File: src/rtl/ascii_digit_collector_if.sv
// ascii_digit_collector_if
//   Groups the byte-stream input handshake and the packed-word output
//   handshake of ascii_digit_collector.
//   Byte side : in_data[7:0], in_valid -> ; <- in_ready
//   Word side : ascii[31:0], len[2:0], err, word_valid -> ; <- word_ready
//   master : the environment (drives bytes, consumes words)
//   slave  : the collector
interface ascii_digit_collector_if;
  logic [7:0]  in_data;
  logic        in_valid;
  logic        in_ready;
  logic [31:0] ascii;
  logic        word_valid;
  logic        word_ready;
  logic [2:0]  len;
  logic        err;

  modport master (
    output in_data, in_valid, word_ready,
    input  in_ready, ascii, word_valid, len, err
  );

  modport slave (
    input  in_data, in_valid, word_ready,
    output in_ready, ascii, word_valid, len, err
  );
endinterface

File: src/rtl/ascii_digit_collector.sv
// ascii_digit_collector
//   Collects up to four ASCII decimal digits (MS digit first) from a byte
//   stream into a 32-bit packed ASCII word, left-padded with PAD_CHAR, and
//   presents it with a digit count and a sticky bad-byte flag.
//   A TERM_CHAR closes a partial word early; a 4th digit closes it at once.
// Ports
//   clk  : rising-edge clock
//   rst  : synchronous reset, active high, overrides everything
//   bus  : ascii_digit_collector_if.slave
//          in_data/in_valid/in_ready  byte input handshake
//          ascii/len/err/word_valid/word_ready  word output handshake
//          ascii[31:24] is the most significant digit, len is 1..4
module ascii_digit_collector #(
  parameter logic [7:0] TERM_CHAR = 8'h0D,
  parameter logic [7:0] PAD_CHAR  = 8'h30
) (
  input  logic                         clk,
  input  logic                         rst,
  ascii_digit_collector_if.slave       bus
);

  typedef enum logic {
    COLLECT = 1'b0,
    HOLD    = 1'b1
  } state_e;

  localparam logic [31:0] PAD_WORD = {4{PAD_CHAR}};

  state_e      state_q,      state_d;
  logic [31:0] ascii_q,      ascii_d;
  logic [2:0]  len_q,        len_d;
  logic        err_q,        err_d;
  logic        in_ready_q,   in_ready_d;
  logic        word_valid_q, word_valid_d;

  logic accept;
  logic is_digit;
  logic is_term;

  // in_ready is a flop, so accept never depends combinationally on word_ready.
  assign accept   = bus.in_valid && in_ready_q;
  // Exact 8-bit range: high-bit-set lookalikes (0xB0..0xB9) are not digits.
  assign is_digit = (bus.in_data >= 8'h30) && (bus.in_data <= 8'h39);
  assign is_term  = (bus.in_data == TERM_CHAR);

  always_comb begin
    state_d      = state_q;
    ascii_d      = ascii_q;
    len_d        = len_q;
    err_d        = err_q;
    in_ready_d   = in_ready_q;
    word_valid_d = word_valid_q;

    case (state_q)
      COLLECT: begin
        if (accept) begin
          if (is_digit) begin
            // Shift left so the first digit ends up in the top byte once
            // the word is full; unused leading bytes keep PAD_CHAR.
            ascii_d = {ascii_q[23:0], bus.in_data};
            len_d   = len_q + 3'd1;
            if (len_q == 3'd3) begin
              state_d      = HOLD;
              in_ready_d   = 1'b0;
              word_valid_d = 1'b1;
            end
          end else if (is_term) begin
            // A terminator on an empty word (e.g. CR after a full 4-digit
            // word) is simply dropped.
            if (len_q != 3'd0) begin
              state_d      = HOLD;
              in_ready_d   = 1'b0;
              word_valid_d = 1'b1;
            end
          end else begin
            err_d = 1'b1;
          end
        end
      end

      HOLD: begin
        if (word_valid_q && bus.word_ready) begin
          state_d      = COLLECT;
          ascii_d      = PAD_WORD;
          len_d        = 3'd0;
          err_d        = 1'b0;
          in_ready_d   = 1'b1;
          word_valid_d = 1'b0;
        end
      end

      default: begin
        state_d      = COLLECT;
        ascii_d      = PAD_WORD;
        len_d        = 3'd0;
        err_d        = 1'b0;
        in_ready_d   = 1'b1;
        word_valid_d = 1'b0;
      end
    endcase
  end

  always_ff @(posedge clk) begin
    if (rst) begin
      state_q      <= COLLECT;
      ascii_q      <= PAD_WORD;
      len_q        <= 3'd0;
      err_q        <= 1'b0;
      in_ready_q   <= 1'b1;
      word_valid_q <= 1'b0;
    end else begin
      state_q      <= state_d;
      ascii_q      <= ascii_d;
      len_q        <= len_d;
      err_q        <= err_d;
      in_ready_q   <= in_ready_d;
      word_valid_q <= word_valid_d;
    end
  end

  assign bus.in_ready   = in_ready_q;
  assign bus.word_valid = word_valid_q;
  assign bus.ascii      = ascii_q;
  assign bus.len        = len_q;
  assign bus.err        = err_q;

endmodule

File: src/flat_wrapper.sv
// flat-port wrapper written by rule: the top's interface ports become plain ports
module ascii_digit_collector_flat 
#(
  parameter logic [7:0] TERM_CHAR = 8'h0D,
  parameter logic [7:0] PAD_CHAR  = 8'h30
)
  (clk, rst, bus_in_data, bus_in_valid, bus_word_ready, bus_in_ready, bus_ascii, bus_word_valid, bus_len, bus_err);
  ascii_digit_collector_if bus_i ();
  input  logic clk;
  input  logic rst;
  input wire logic [$bits(bus_i.in_data)-1:0] bus_in_data;
  input wire logic [$bits(bus_i.in_valid)-1:0] bus_in_valid;
  input wire logic [$bits(bus_i.word_ready)-1:0] bus_word_ready;
  output wire logic [$bits(bus_i.in_ready)-1:0] bus_in_ready;
  output wire logic [$bits(bus_i.ascii)-1:0] bus_ascii;
  output wire logic [$bits(bus_i.word_valid)-1:0] bus_word_valid;
  output wire logic [$bits(bus_i.len)-1:0] bus_len;
  output wire logic [$bits(bus_i.err)-1:0] bus_err;
  assign bus_i.in_data = bus_in_data;
  assign bus_i.in_valid = bus_in_valid;
  assign bus_i.word_ready = bus_word_ready;
  assign bus_in_ready = bus_i.in_ready;
  assign bus_ascii = bus_i.ascii;
  assign bus_word_valid = bus_i.word_valid;
  assign bus_len = bus_i.len;
  assign bus_err = bus_i.err;
  ascii_digit_collector #(.TERM_CHAR(TERM_CHAR), .PAD_CHAR(PAD_CHAR)) u_core (.clk(clk), .rst(rst), .bus(bus_i));
endmodule
File: config.mk
export PLATFORM = sky130hd
export DESIGN_NAME = ascii_digit_collector_flat
export DESIGN_NICKNAME = d
export VERILOG_FILES = /design/src/rtl/ascii_digit_collector_if.sv /design/src/rtl/ascii_digit_collector.sv /design/src/flat_wrapper.sv
export SDC_FILE = /design/constraint.sdc
export NUM_CORES = 1
export LEC_CHECK = 0
export CAP_MARGIN = 20
export CELL_PAD_IN_SITES_DETAIL_PLACEMENT = 0
export CELL_PAD_IN_SITES_GLOBAL_PLACEMENT = 1
export CORE_ASPECT_RATIO = 0.9
export CORE_MARGIN = 2
export CORE_UTILIZATION = 36
export CTS_CLUSTER_SIZE = 10
export DETAILED_ROUTE_END_ITERATION = 12
export GPL_TIMING_DRIVEN = 1
export PLACE_DENSITY = 0.9
export RECOVER_POWER = 50
export SLEW_MARGIN = 15
export SYNTH_ARGS = -nofsm -noshare
export SYNTH_HDL_FRONTEND = slang
export SYNTH_SLANG_ARGS = --single-unit
File: constraint.sdc
create_clock -name clk -period 2.5 [get_ports clk]
set_input_delay 0.375 -clock clk [delete_from_list [all_inputs] [get_ports clk]]
set_output_delay 0.375 -clock clk [all_outputs]
set_load 0.005 [all_outputs]
[Word level (Yosys, flattened, before mapping)]
Cells that the tools add are included.
Storage, ports and cells
  input bits: 12
  word-level logic and storage cells: 60
  output and inout bits: 38
  bits in registers: 39
Operators by class
  mux-type cells: 33
  $add $sub $neg: 1
  bitwise gates (word level): 1
  equality and inequality tests: 10
  $lt $le $gt $ge: 2
  reduce and logical (&&, ||, !) cells: 7
Operators with widths (number)
  32-bit 2-to-1 mux: 3
  32-bit one-hot mux with 2 select lines: 1
  1-bit 2-to-1 mux: 21
  3-bit 2-to-1 mux: 3
  8-bit by 4-bit == test with 1-bit output (second input constant): 1
  8-bit by 6-bit >= comparator with 1-bit output (second input constant): 1
  8-bit by 6-bit less-or-equal comparator with 1-bit output (second input constant): 1
  1-bit one-hot mux with 2 select lines: 4
  2-bit inequality test (second input constant): 3
  3-bit by 1-bit inequality test with 1-bit output (second input constant): 2
  3-bit one-hot mux with 2 select lines: 1
  5-bit AND reduction: 1
  2-bit by 1-bit inequality test with 1-bit output (second input constant): 2
  4-bit AND reduction: 1
  3-bit by 1-bit adder with 3-bit output (second input constant): 1
  3-bit by 2-bit == test with 1-bit output (second input constant): 1
  1-bit logical AND: 3
  3-bit inequality test (second input constant): 1
  3-bit AND reduction: 1
  3-bit nonzero test: 1
  1-bit NOT: 1

[Logic depth before layout (Yosys ltp)]
  word-level depth: 6
  mapped depth: 6

[Worst setup path before layout]
Ideal clock, no wire load.
  path type: input -> register
  from: in bus_in_data[2]
  to: reg u_core.ascii_q[24], in the netlist u_core.bus.ascii[24]
  arrival: 1.382 ns
  path buffers: 2
  setup time: 0.117 ns
  setup slack: 1.001 ns
  cell stages on the path: 6
  cells stage by stage: o21ai_1 -> nand4_4 -> and2_4 -> buf_6 -> buf_6 -> a22o_1
Between the ends
  word-level cells in the longest chain between the ends: 4
  elaborated cells on any way between the ends: 5
  those cells by class: 2 x order compare; 1 x eq/ne; 2 x reduce/logical
Ends and longest elaborated chain
  start: declaration: RTL line flat_wrapper.sv:11  | input wire logic [$bits(bus_i.in_data)-1:0] bus_in_data;
  8-bit by 6-bit >= comparator with 1-bit output / 8-bit by 6-bit less-or-equal comparator with 1-bit output (equally long branches): RTL line ascii_digit_collector.sv:43  | assign is_digit = (bus.in_data >= 8'h30) && (bus.in_data <= 8'h39);
  1-bit logical AND *: RTL line ascii_digit_collector.sv:43
  2-bit by 1-bit inequality test with 1-bit output (no source line) *
  3-bit AND reduction (no source line) *
  end signal: assignment: RTL line ascii_digit_collector.sv:113  | ascii_q <= ascii_d;
  end: declaration: RTL line ascii_digit_collector.sv:30  | logic [31:0] ascii_q, ascii_d;
Every way passes the cells marked *; elsewhere a longest branch is shown, timed or not.
A chain may end at the register's enable or synchronous reset.

[Final worst setup path]
  from: in bus_in_data[2]
  to: reg u_core.ascii_q[28], in the netlist u_core.bus.ascii[28]
The elaborated chain is that of the path after synthesis.

==> results.md <==
* WL final at 3.02 mm
* Critical Path Fanout Max at 10
* Io pins at 50
* Number of antenna violations at the first check in global routing at 0
* Post-route cell area at 2000 um2
* Worst-Margin Slew at 0.456 ns
* R2R depth at 4
* Initial cell density of the core at 0.378
* Placed insts at 207
* CTS Buf Count at 5
* Post-placement cell area at 1930 um2
* LEAKAGE at 0.812 nW
* Die area at 4440 um2
* Clk_skew at 0.00594 ns
* H-tree lvl count at 2
* Synth cell types at 32
* Number of global-route vias before repair at 1084
* Fin crit period at 1.95 ns
* Max clock buf depth at 2
* Post-CTS resize count at 0
* RSZ-0062 raised after global routing: no
* Relative slew slack at 0.695
* Flop2flop setup slack at 0.64 ns
* Crit start category: input port
* Starting DRT DRC Count at 69
* Complex-gate fraction of the synthesized area at 0.228
* Syn_nets at 130
* Maximum clock frequency at 512 MHz
* FF-to-FF End: u_core.bus.ascii[28]
* Hold WC Path Type: reg -> reg
* Setup violators final at 0
* Core footprint at 3730 um2
* Mux contribution to synthesized area at 0.0151
* RR Startpoint: u_core.state_q
* Post-route ant nets at 0
* Clk root buf: clkbuf_8
* Worst-skew pair later-pin latency at 0.28 ns
* Ant. Diodes at 0
* WP data required at 2.68 ns
* Hold Worst Slack at 0.468 ns
* Crit path DAT at 2.13 ns
* Final period util at 0.781
* RD Place Congestion at 0.754
* CTS tree: built
* Synth Instances at 115
* Fin cells at 215
* Dominant cell type by area after synthesis: dfxtp_1
* Yosys warnings at 0
* Die Y-Extent at 63.4 um
* Crit Path Class: in -> reg
* Prevailing post-synth register cell: dfxtp_1
* Adder-Cell Fraction of Synth Area at 0.0266
* Post-synthesis register bit count at 39
* Setup TNS Final at 0 ns
* Pin count of the biggest net entering global routing at 26
* Hold_sp: u_core.bus.ascii[27]
* Most frequent cell after synthesis: dfxtp_1
* Fillers at 338
* Post-synthesis xor/xnor area fraction at 0
* Routed length per instance at 14.1 um
* Area Growth Syn to Fin at 41.4%
* Final Power at 1.08 mW
* Vias/cell at 5.04
* GRT overflow at 0
* Sequential-to-total area share from yosys stat at 0.553
* Vias post-DR at 1083
* Num rows at 21
* DR DRC count at 0
* Ys async rst share at 0
* Main combinational cell family by area after synthesis: compound AO/OA/AOI/OAI gates
* Hpwl dp at 2.22 mm
* Post-Syn Area at 1410 um2
* Status: completed
* Pins over their slew limit at 0
* Worst-path clk slew at 0.08 ns
* Worst vdd ir at 0.286 mV
* CP Capture Type: flip-flop
* Post-Synth Simple-Gate Area at 0.132
* First-pass GRT wire length at 5.22 mm
* Max-Cap Viols at 0
* Hold path endpoint: u_core.bus.ascii[27]
* Ratio of cells with drive above 1 in the final layout at 0.130
* Yosys top cell area share at 0.553
* Final Hold Vio Count at 0
* Port bufs at 49
* Post-CTS setup buffer count at 0
* Synth Area per Inst at 12.3 um2
* Synth cell count leaders: dfxtp_1 (39), a22o_1 (20), o22a_1 (5)
* Largest cells by area after synthesis: dfxtp_1 (55%), a22o_1 (12%), o22a_1 (3.1%), ha_1 (2.7%), buf_6 (2.4%)
* Global-route usage over all layers at 0.147
* Fin nets at 183
* Clock sink count at 39
* Die W at 70 um
* Post-CTS Hold Fix Bufs at 0
* Pre-antenna DRT Iters at 4
* Hold Path Cell Cnt at 1
* PD cells at 540 nW/um2
* EDFF count, synth at 0
[layout by cell type (no fill, tap or decap), drive strengths merged, types with 4 or more instances in the layout]
| cell | netlist | final |
|---|---|---|
| clkdlybuf4s50 | 0 | 17 |
| dfxtp | 39 | 39 |
| o22a | 5 | 5 |
| nand2 | 4 | 4 |
| dlygate4sd3 | 0 | 32 |
| clkbuf | 0 | 6 |
| inv | 4 | 4 |
| a22o | 23 | 23 |
[through the flow]
step | utilization | setup WS, ns
after floorplan | - | 1.00
after global placement | 0.516 | 0.487
after detailed placement | 0.516 | 0.434
after CTS | 0.539 | 0.752
after global routing | 0.535 | 0.410
final | 0.535 | 0.547
[critical path: stages]
cell	delay, ns
clkdlybuf4s50_1	0.44
o21ai_1	0.19
nand4_1	0.41
or3_4	0.51
o22a_1	0.21
[worst max path at each step]
| stage | startpoint | to | slack (ns) |
|---|---|---|---|
| CTS | bus_in_data[2] | u_core.bus.ascii[28] | 0.75 |
| global placement | bus_in_data[2] | u_core.bus.ascii[12] | 0.49 |
| detailed placement | bus_in_data[1] | u_core.bus.ascii[28] | 0.43 |
| global route | bus_in_data[7] | u_core.bus.ascii[28] | 0.41 |
| finish | bus_in_data[2] | u_core.bus.ascii[28] | 0.55 |
| floorplan | bus_in_data[2] | u_core.bus.ascii[24] | 1.00 |
[metal layers]
metal | global-route usage | wire, um | vias up
li1 | - | - | 532
met5 | 0 | 0 | -
met3 | 0.0496 | 162 | 2
met1 | 0.203 | 1480 | 518
met2 | 0.220 | 1360 | 31
met4 | 0.0433 | 18 | 0
[cell families (layout without fill, tap and decap cells)]
kind of cell | count (synthesis) | after routing
mux | 2 | 2
buf+inv | 9 | 63
compound gates | 38 | 38
fa+ha+maj | 3 | 3
flops | 39 | 39
simple gates | 24 | 24
[registers in the layout, indices dropped and copies added, names as in the netlist]
register and count:
u_core.bus.len 3, u_core.bus.ascii 32, u_core.bus.word_valid 1, u_core.state_q 1, u_core.bus.in_ready 1, u_core.bus.err 1
[where the power goes]
part | total, mW | leakage, nW | internal, mW | switching, mW
Clock | 0.403 | 0.0412 | 0.195 | 0.208
Sequential | 0.624 | 0.315 | 0.623 | 0.00150
Combinational | 0.0502 | 0.456 | 0.0280 | 0.0222
Total | 1.08 | 0.812 | 0.846 | 0.232
[layout make-up]
cell class,count,area [um2],share of cell area
timing repair buffer,51,505,0.253
tap,46,57.6,0.0288
inverter,4,15.0,0.00752
clock buffer,6,72.6,0.0364
clock inverter,2,12.5,0.00627
multi-input combinational,67,552,0.276
sequential,39,781,0.391
Note: power is estimated with default switching activity, not from simulation.
